File: src/rtl/pulse_pkg.sv
// pulse_pkg -- shared definitions for the pulse generator family.
//   DEF_W          : default width of period, pulse-count and status counters
//   pulse_state_e  : train controller FSM encoding (IDLE / RUN / FINISH)
package pulse_pkg;

  localparam int DEF_W = 8;

  typedef enum logic [1:0] {
    IDLE   = 2'd0,
    RUN    = 2'd1,
    FINISH = 2'd2
  } pulse_state_e;

endpackage

File: src/rtl/pulse_tick.sv
// pulse_tick -- period counter shared by the pulse generator family.
//   clk    : rising-edge clock
//   rst    : synchronous active-high reset
//   en     : count enable; while low the counter is held at zero so every
//            enabled stretch starts from a clean phase
//   period : period P in cycles (must be non-zero while en is high)
//   tick   : combinational, high while the counter sits at P-1 with en high
// The counter runs 0..P-1 and wraps, so tick is high once every P cycles.
module pulse_tick
  import pulse_pkg::*;
#(
  parameter int W = DEF_W
) (
  input  logic         clk,
  input  logic         rst,
  input  logic         en,
  input  logic [W-1:0] period,
  output logic         tick
);

  logic [W-1:0] cnt_q;
  logic [W-1:0] last_val;

  assign last_val = period - W'(1);
  assign tick     = en && (cnt_q == last_val);

  always_ff @(posedge clk) begin
    if (rst || !en) begin
      cnt_q <= '0;
    end else if (tick) begin
      cnt_q <= '0;
    end else begin
      cnt_q <= cnt_q + W'(1);
    end
  end

endmodule

File: src/rtl/pulse_train_ctrl.sv
// pulse_train_ctrl -- launches a train of one-cycle pulses, one per period.
//   clk      : rising-edge clock
//   rst      : synchronous active-high reset, beats start/stop
//   start_i  : launch request, level-sampled every edge (only acted on in IDLE)
//   stop_i   : abort request, level-sampled every edge; beats start and pulses
//   period_i : period P, captured when a start is accepted (0 is rejected)
//   num_i    : pulse count N, captured on acceptance; 0 means free-run
//   pulse_o  : one-cycle pulse every P cycles while running
//   busy_o   : high while a train is running
//   done_o   : one-cycle strobe after the Nth pulse of a finite train
//   err_o    : one-cycle strobe when a start is rejected for period_i == 0
//   sent_o   : pulses emitted in the current / last train (wraps mod 2^W)
//   state_o  : FSM state, exposed for debug
// Control inputs are plain levels; there is no handshake. Every output comes
// straight from a flop: the always_comb block computes next values and the
// always_ff block registers them.
module pulse_train_ctrl
  import pulse_pkg::*;
#(
  parameter int W = DEF_W
) (
  input  logic         clk,
  input  logic         rst,
  input  logic         start_i,
  input  logic         stop_i,
  input  logic [W-1:0] period_i,
  input  logic [W-1:0] num_i,
  output logic         pulse_o,
  output logic         busy_o,
  output logic         done_o,
  output logic         err_o,
  output logic [W-1:0] sent_o,
  output pulse_state_e state_o
);

  pulse_state_e state_n;
  logic [W-1:0] period_q, period_n;
  logic [W-1:0] num_q, num_n;
  logic [W-1:0] sent_n;
  logic [W-1:0] sent_inc;
  logic         pulse_n, busy_n, done_n, err_n;
  logic         tick;

  // Counter is enabled only in RUN; it is zero on the acceptance edge, so
  // the first tick (and hence the first registered pulse) lands P cycles later.
  pulse_tick #(.W(W)) u_tick (
    .clk    (clk),
    .rst    (rst),
    .en     (state_o == RUN),
    .period (period_q),
    .tick   (tick)
  );

  assign sent_inc = sent_o + W'(1);

  always_comb begin
    state_n  = state_o;
    period_n = period_q;
    num_n    = num_q;
    sent_n   = sent_o;
    busy_n   = busy_o;
    pulse_n  = 1'b0;
    done_n   = 1'b0;
    err_n    = 1'b0;
    case (state_o)
      IDLE: begin
        busy_n = 1'b0;
        if (start_i && !stop_i) begin
          if (period_i == '0) begin
            err_n = 1'b1;
          end else begin
            period_n = period_i;
            num_n    = num_i;
            sent_n   = '0;
            busy_n   = 1'b1;
            state_n  = RUN;
          end
        end
      end
      RUN: begin
        if (stop_i) begin
          // Abort: a pulse due on this edge is dropped, count is kept.
          busy_n  = 1'b0;
          state_n = IDLE;
        end else if (tick) begin
          pulse_n = 1'b1;
          sent_n  = sent_inc;
          if (num_q != '0 && sent_inc == num_q) begin
            state_n = FINISH;
          end
        end
      end
      FINISH: begin
        // busy stays high through the last pulse and drops with done.
        busy_n  = 1'b0;
        done_n  = 1'b1;
        state_n = IDLE;
      end
      default: begin
        busy_n  = 1'b0;
        state_n = IDLE;
      end
    endcase
  end

  always_ff @(posedge clk) begin
    if (rst) begin
      state_o  <= IDLE;
      period_q <= '0;
      num_q    <= '0;
      sent_o   <= '0;
      pulse_o  <= 1'b0;
      busy_o   <= 1'b0;
      done_o   <= 1'b0;
      err_o    <= 1'b0;
    end else begin
      state_o  <= state_n;
      period_q <= period_n;
      num_q    <= num_n;
      sent_o   <= sent_n;
      pulse_o  <= pulse_n;
      busy_o   <= busy_n;
      done_o   <= done_n;
      err_o    <= err_n;
    end
  end

endmodule

File: config.mk
export PLATFORM = sky130hd
export DESIGN_NAME = pulse_train_ctrl
export DESIGN_NICKNAME = d
export VERILOG_FILES = /design/src/rtl/pulse_pkg.sv /design/src/rtl/pulse_tick.sv /design/src/rtl/pulse_train_ctrl.sv
export SDC_FILE = /design/constraint.sdc
export NUM_CORES = 1
export LEC_CHECK = 0
export CORE_MARGIN = 2
export CORE_UTILIZATION = 52
export DETAILED_ROUTE_END_ITERATION = 10
export HOLD_SLACK_MARGIN = 0.05
export PLACE_DENSITY = 0.79
export SLEW_MARGIN = 20
export SYNTH_ARGS = -nofsm -noshare
export SYNTH_HDL_FRONTEND = slang
export SYNTH_SLANG_ARGS = --single-unit
File: constraint.sdc
create_clock -name clk -period 3.2 [get_ports clk]
set_clock_uncertainty 0.05 [all_clocks]
set_input_delay 0.64 -clock clk [delete_from_list [all_inputs] [get_ports clk]]
set_output_delay 0.64 -clock clk [all_outputs]
set_load 0.03 [all_outputs]
==> results of run 1 <==
==> power by group through the flow <==
stage | clock (W) | sequential, W | combinational (W)
finish | 0.000394 | 0.000502 | 0.000131
global placement | 0 | 0.000512 | 0.000130
CTS | 0.000406 | 0.000501 | 0.000132
floorplan | 0 | 0.000510 | 0.0000872
detailed placement | 0 | 0.000512 | 0.000131
global route | 0.000428 | 0.000504 | 0.000145
==> worst paths after layout <==
check | endpoint | cells past startpoint
setup / recovery | u_tick.cnt_q[5] | 8
hold / removal | done_o | 1
setup reg to reg | u_tick.cnt_q[5] | 8
hold reg to reg | done_o | 1
==> routing by layer <==
layer | vias to the layer above | global-route usage [%] | wire length [µm]
met1 | 763 | 30.1 | 2050
met4 | 0 | 8.07 | 57
met2 | 51 | 33.5 | 1890
li1 | 877 | - | -
met5 | - | 0 | 0
met3 | 6 | 5.11 | 229
==> layout make-up <==
cell class / count / area (µm²)
inverters: 6 / 22.5
well taps: 48 / 60.1
multi-input cells: 178 / 1160
clock inverters: 3 / 40.0
clock buffers: 5 / 68.8
repair buffers: 35 / 345
fillers: 318 / 1200
flip-flops and latches: 38 / 761
==> stage by stage <==
step	std cells	setup WS (ns)	total power [W]	utilization, %
after CTS	313	0.701	0.00104	67.2
after global placement	305	0.741	0.000642	64.2
after detailed placement	305	0.706	0.000644	64.2
after floorplan	231	0.936	0.000598	-
after global routing	313	0.524	0.00108	67.2
final	313	0.704	0.00103	67.2
==> state kept, by name (all words and copies together), names as in the netlist <==
name,count
busy_o,1
pulse_o,1
period_q,8
state_o,2
num_q,8
err_o,1
sent_o,8
done_o,1
u_tick.cnt_q,8
==> cell usage after synthesis (2+ instances only) <==
| library cell | n |
|---|---|
| nand2b_1 | 3 |
| nand3_1 | 8 |
| clkbuf_1 | 5 |
| o31a_1 | 2 |
| nand2_1 | 9 |
| nor4_1 | 6 |
| o2111ai_1 | 2 |
| clkbuf_2 | 2 |
| or2_2 | 2 |
| and2_1 | 3 |
| nand4_1 | 2 |
| or3_1 | 3 |
| xor2_1 | 9 |
| a21oi_1 | 13 |
| ha_1 | 3 |
| mux2i_1 | 15 |
| and3_1 | 6 |
| a211oi_1 | 3 |
| dfxtp_1 | 38 |
| nor2b_1 | 3 |
| a211oi_2 | 2 |
| nor3_1 | 6 |
| nor2_1 | 41 |
| inv_1 | 6 |
| nor3b_1 | 3 |
| a31oi_1 | 5 |
| xnor2_1 | 17 |
==> critical path, cell delays in order (launching register included) <==
cell	delay [ns]
dfxtp_1	0.44
inv_1	0.10
ha_1	0.29
and2_1	0.22
o21a_1	0.19
o31a_1	0.28
or3_1	0.42
o21ai_2	0.30
nor2_1	0.09
==> logic make-up after synthesis <==
family | Yosys count
compound gates | 38
xor+xnor | 26
fa+ha+maj | 3
buf+inv | 15
flops | 38
mux | 15
simple gates | 96
==> cell usage in the layout, fill, tap and decap left out, types with 3 or more instances in the layout <==
master	instances
xor2_1	9
nor2_1	41
xnor2_1	17
nand2_1	9
or3_1	3
nor4_1	6
a211oi_1	3
clkdlybuf4s50_1	33
mux2i_1	15
and3_1	6
and2_1	3
a21oi_1	13
dfxtp_1	38
nand2b_1	3
nand3_1	8
a31oi_1	5
clkbuf_8	5
ha_1	3
nor3_1	6
inv_1	6
nor2b_1	3
==> results.txt, run 1 <==
status = complete, no violations
Final GP Congestion = 0.894
grt ovf = 0
hold path startpoint = state_o[1]
Avg WL per Cell = 13.5 µm
Top FF cell, synth = dfxtp_1
design area = 0.00246 mm²
P_int = 0.000781 W
port bufs = 33
Distinct cells, synth = 41
multiplexer share of the synthesized area = 7.56%
post-DP HPWL = 3.15 mm
Synth Area in Compound Gates = 13.4%
diodes inserted = 0
RSZ-0062 raised after global routing = no
die area = 0.00433 mm²
DRT antenna net count = 0
Fin. Hold Viols = 0
crit end category = flop
DRT Wirelength = 4.23 mm
Avg Cell Area, Syn = 8.60 µm²
Hold Buf Count CTS = 0
clock share of power = 38.4%
Area Growth Syn to Fin = 23.9%
Hold Slack = 0.455 ns
Reg power frac = 48.9%
post-CTS sizing = 0
pwr/cell area = 417 mW/mm²
CTS root buf = clkbuf_8
max_slew headroom = 62.4%
Ys Warns = 0
clk_lat worst skew = 0.29 ns
row cnt = 22
Setup crit start kind = flop
Critical R2R Launch = period_q[0]
setup_tns = 0 ns
Synthesized Nets = 254
initial antenna violation count = 0
Placed Area = 0.00235 mm²
CTS buffer count = 5
Syn Inst Count = 231
Remaining DRCs = 0
total number of vias = 1697
Yosys top cell area share = 38.3%
flop-to-flop setup slack = 0.70 ns
worst vdd ir = 0.000297 V
simple-gate share of the synthesized area = 24.0%
Adder-Cell Fraction of Synth Area = 1.89%
CP Class = flop to flop
final worst-path cycle share = 78.0%
critical path required time = 3.32 ns
number of synthesized flops with an enable pin = 0
Core Region = 0.00366 mm²
I/O pins = 34
Synth Cell Area = 0.00199 mm²
TritonCTS clock tree = yes
largest net degree at the start of global routing = 25
# H-tree levels = 2
first-pass GRT wire length = 7.22 mm
Area contributors post-synth = dfxtp_1 38%, nor2_1 7.8%, mux2i_1 7.6%
Critical Path AT = 2.61 ns
sequential share of the synthesized area = 38.3%
vias per inst = 5.42
post-synthesis async set-or-reset flop share = 0%
layout cells sized above 1 = 6.79%
vias in the first global route = 1499
CTS Buffer Depth = 2
GRT Resource Usage Total = 21.9%
chip height = 65.8 µm
Net Switching = 0.000246 W
clk slew on worst S/H paths = 0.07 ns
Critical path origin = period_q[0]
first-pass iteration count of the detailed router = 4
nets = 287
Chip Width = 65.8 µm
number of synthesized register bits = 38
P_leak = 0.890 nW
Initial Util = 54.2%
area leader, netlist = dfxtp_1
main combinational cell family by area after synthesis = simple AND/OR/NAND/NOR gates
Slew @ Worst Pin = 0.562 ns
Max Slew Vio Count = 0
CTS Sinks = 38
total setup buffers inserted after CTS = 0
XOR/XNOR share of the synthesized area = 11.5%
final setup fails = 0
Sw Ratio = 23.9%
Comb pwr share = 12.8%
top fanout value on the critical path = 8
Peak Freq = 401 MHz
HP Class = flop to flop
Iter 0 DRT Violations = 134
max-cap viol count = 0
Tmin final = 2.50 ns
No activity file was read; power rests on OpenSTA's default activity.
==> inputs of run 2 (changes only) <==
clock period = 2.4 ns   (was 3.2 ns; I/O delays follow)
==> results.txt, run 2 (synthesis gave the netlist of run 1 again) <==
design area = 0.00252 mm²
first-pass GRT wire length = 7.89 mm
CTS Buffer Depth = 2
most frequent cells in the layout = 41 x nor2_1, 38 x dfxtp_1, 33 x clkdlybuf4s50_1
P_leak = 0.930 nW
critical path required time = 2.57 ns
wire length on met1 = 2.16 mm
max_slew headroom = 70.4%
DRT antenna net count = 0
CP max stage delay = 0.42 ns
diodes inserted = 0
initial antenna violation count = 0
Slew @ Worst Pin = 0.443 ns
Top Layer Used = met4
TritonCTS clock tree = yes
routed wl met3 = 187 µm
Area Growth Syn to Fin = 27.2%
Fin. Hold Viols = 0
top fanout value on the critical path = 5
Setup crit start kind = flop
Final GP Congestion = 0.835
Iter 0 DRT Violations = 135
Critical Path AT = 2.38 ns
RSZ-0062 raised after global routing = no
port bufs = 33
final worst-path cycle share = 92.0%
vias in the first global route = 1689
Remaining DRCs = 0
DRT Wirelength = 4.48 mm
Peak Freq = 453 MHz
CTS root buf = clkbuf_8
Tot Pwr = 0.00139 W
I/O pins = 34
crit end category = flop
HP Class = flop to flop
crit-path leading delay family = compound AO/OA/AOI/OAI gates
setup_tns = 0 ns
largest net degree at the start of global routing = 19
Chip Width = 65.8 µm
CTS Sinks = 38
GRT Resource Usage Total = 23.8%
Core Region = 0.00366 mm²
post-CTS sizing = 0
# H-tree levels = 2
crit-path cells = inv_1 -> ha_1 -> buf_4 -> o21bai_1 -> a211oi_1 -> o21bai_2 -> a211oi_2 -> a21oi_1 -> a31oi_1
first-pass iteration count of the detailed router = 5
vias per inst = 5.52
post-DP HPWL = 3.37 mm
total number of vias = 1772
pwr/cell area = 552 mW/mm²
row cnt = 22
max-cap viol count = 0
clk slew on worst S/H paths = 0.07 ns
Max Slew Vio Count = 0
Initial Util = 54.2%
final setup fails = 0
CTS buffer count = 5
grt ovf = 0
Hold Buf Count CTS = 0
CP max-delay cell = a211oi_2
total setup buffers inserted after CTS = 0
Tmin final = 2.21 ns
worst vdd ir = 0.000411 V
Hold Slack = 0.452 ns
status = complete, no violations
Placed Area = 0.00241 mm²
DR WL met2 = 2.06 mm
layout cells sized above 1 = 9.89%
Worst Path Buf+Inv = 2
die area = 0.00433 mm²
chip height = 65.8 µm
CP Class = flop to flop
clk_lat worst skew = 0.29 ns
Avg WL per Cell = 13.9 µm
leading cell type in the layout, fill and taps excluded = nor2_1
nets = 295
-- run 2: worst paths after layout --
path	from	to	slack, ns	cells after the start
max	period_q[0]	sent_o[3]	0.19	9
min reg2reg	busy_o	busy_o	0.45	2
min	busy_o	busy_o	0.45	2
max reg2reg	period_q[0]	sent_o[3]	0.19	9
-- run 2: worst register-to-register path, stage by stage (launching register included) --
cell and delay [ns]:
dfxtp_1 0.33, inv_1 0.06, ha_1 0.22, buf_4 0.16, o21bai_1 0.15, a211oi_1 0.31
o21bai_2 0.14, a211oi_2 0.42, a21oi_1 0.12, a31oi_1 0.18
-- run 2: power breakdown --
part	switching, W	total (W)	internal [W]
Sequential	0.0000216	0.000668	0.000646
Combinational	0.0000905	0.000188	0.0000980
Clock	0.000230	0.000536	0.000306
-- run 2: metrics by stage --
stage	utilization, %	instances	worst slack (ns)
4_1_cts	68.8	321	0.164
3_3_place_gp	65.9	313	0.127
6_report	69.0	321	0.191
5_1_grt	69.0	321	0.00903
2_1_floorplan	-	231	0.136
3_5_place_dp	65.9	313	0.0207
-- run 2: layout make-up --
class	count	area, µm²
multi-input cells	178	1170
fillers	299	1140
flip-flops and latches	38	761
repair buffers	43	405
clock buffers	5	68.8
well taps	48	60.1
clock inverters	3	40.0
inverters	6	22.5
-- run 2: routing by layer --
| metal | global-route usage, % | vias to the layer above |
|---|---|---|
| li1 | - | 892 |
| met1 | 31.2 | 824 |
| met2 | 38.8 | 49 |
| met3 | 5.11 | 7 |
| met4 | 7.81 | 0 |
| met5 | 0 | - |
==> inputs of run 3 (changes only) <==
==> constraint.sdc (replaced) <==
create_clock -name clk -period 2.4 [get_ports clk]
set_clock_uncertainty 0.05 [all_clocks]
set_input_delay 0.6 -clock clk [delete_from_list [all_inputs] [get_ports clk]]
set_output_delay 0.6 -clock clk [all_outputs]
set_load 0.03 [all_outputs]
==> results.txt, run 3 (synthesis gave the netlist of run 1 again) <==
status = complete, no violations
# H-tree levels = 2
final setup fails = 0
HP Class = flop to flop
TritonCTS clock tree = yes
Area Growth Syn to Fin = 28.4%
first-pass GRT wire length = 7.61 mm
CP max-delay cell = or3_1
critical path required time = 2.56 ns
Worst Path Buf+Inv = 1
initial antenna violation count = 0
row cnt = 22
Core Region = 0.00366 mm²
RSZ-0062 raised after global routing = no
Initial Util = 54.2%
CTS buffer count = 5
nets = 295
CTS Buffer Depth = 2
placed cells = 313
Critical Path AT = 2.41 ns
most frequent cells in the layout = 41 x nor2_1, 38 x dfxtp_1, 33 x clkdlybuf4s50_1
clk_lat worst skew = 0.29 ns
worst vdd ir = 0.000433 V
Final Util = 69.6%
chip height = 65.8 µm
max_slew headroom = 71.1%
crit end category = flop
grt ovf = 0
CTS Sinks = 38
vias per inst = 5.48
Tot Pwr = 0.00150 W
vias in the first global route = 1678
Final GP Congestion = 0.891
DRT antenna net count = 0
Hold Buf Count CTS = 0
Max Slew Vio Count = 0
Chip Width = 65.8 µm
crit-path cells = clkdlybuf4s50_1 -> nor4_1 -> nand2_1 -> nor3b_2 -> or3_1 -> a31oi_1
dpl ws = -0.158 ns
FF-to-FF path depth = 9
layout cells sized above 1 = 9.52%
WP depth = 6
max-cap viol count = 0
CP Class = input pin to flop
diodes inserted = 0
I/O pins = 34
crit-path leading delay family = simple AND/OR/NAND/NOR gates
Peak Freq = 444 MHz
post-DP HPWL = 3.36 mm
Remaining DRCs = 0
fin cells = 321
final setup margin = 0.149 ns
total setup buffers inserted after CTS = 0
clk slew on worst S/H paths = 0.07 ns
top fanout value on the critical path = 7
GRT Resource Usage Total = 23.2%
largest net degree at the start of global routing = 26
first-pass iteration count of the detailed router = 4
port bufs = 33
hold-critical path depth = 1
P_leak = 0.940 nW
CTS root buf = clkbuf_8
Fin. Hold Viols = 0
Setup crit start kind = input pin
final worst-path cycle share = 93.8%
CP max stage delay = 0.47 ns
post-CTS sizing = 0
die area = 0.00433 mm²
Tmin final = 2.25 ns
leading cell type in the layout, fill and taps excluded = nor2_1
DRT Wirelength = 4.40 mm
Slew @ Worst Pin = 0.432 ns
pwr/cell area = 588 mW/mm²
Avg WL per Cell = 13.7 µm
total number of vias = 1759
Iter 0 DRT Violations = 83
run 3: changes by cell type in the layout (fill, tap and decap cells not counted), sizes merged:
cell	before	now
clkinv	2	1
bufinv	1	2
run 3: metrics by stage:
stage               setup TNS, ns  instance area (µm²)  hold slack [ns]
floorplan                       0                 1990            0.402
global placement                0                 2410            0.437
detailed placement         -0.888                 2410            0.449
CTS                             0                 2550            0.461
global route                    0                 2550            0.479
finish                          0                 2550            0.459
run 3: final timing paths:
check                                startpoint               to  slack [ns]
worst min-delay path            u_tick.cnt_q[0]  u_tick.cnt_q[0]        0.46
worst min register to register  u_tick.cnt_q[0]  u_tick.cnt_q[0]        0.46
worst max-delay path                period_i[0]        sent_o[7]        0.15
worst max register to register      period_q[0]  u_tick.cnt_q[7]        0.22
run 3: layout make-up:
class	instances	area, µm²
multi-input combinational	178	1160
fill	290	1110
sequential	38	761
timing repair buffer	43	405
clock buffer	5	68.8
clock inverter	3	68.8
tap	48	60.1
inverter	6	22.5
run 3: power by group:
part,total (W),internal (W),leakage (nW),switching [W]
Sequential,0.000668,0.000646,0.308,0.0000217
Combinational,0.000184,0.0000959,0.563,0.0000881
Clock,0.000645,0.000416,0.0683,0.000229
run 3: worst register-to-register path, stage by stage (launching register included):
cell and delay [ns]:
dfxtp_1 0.33, inv_1 0.05, ha_1 0.22, and2_1 0.19
o21a_1 0.18, o31a_1 0.29, or3_1 0.42, o21ai_2 0.12
buf_4 0.16, nor2_1 0.05
run 3: metal layers:
metal  vias to the layer above  global-route usage [%]  part of all wire (%)
li1                        896                       -                     -
met1                       818                    31.0                    49
met2                        38                    36.9                    46
met3                         7                    5.11                   3.6
met4                         0                    7.81                   1.3
met5                         -                       0                     0
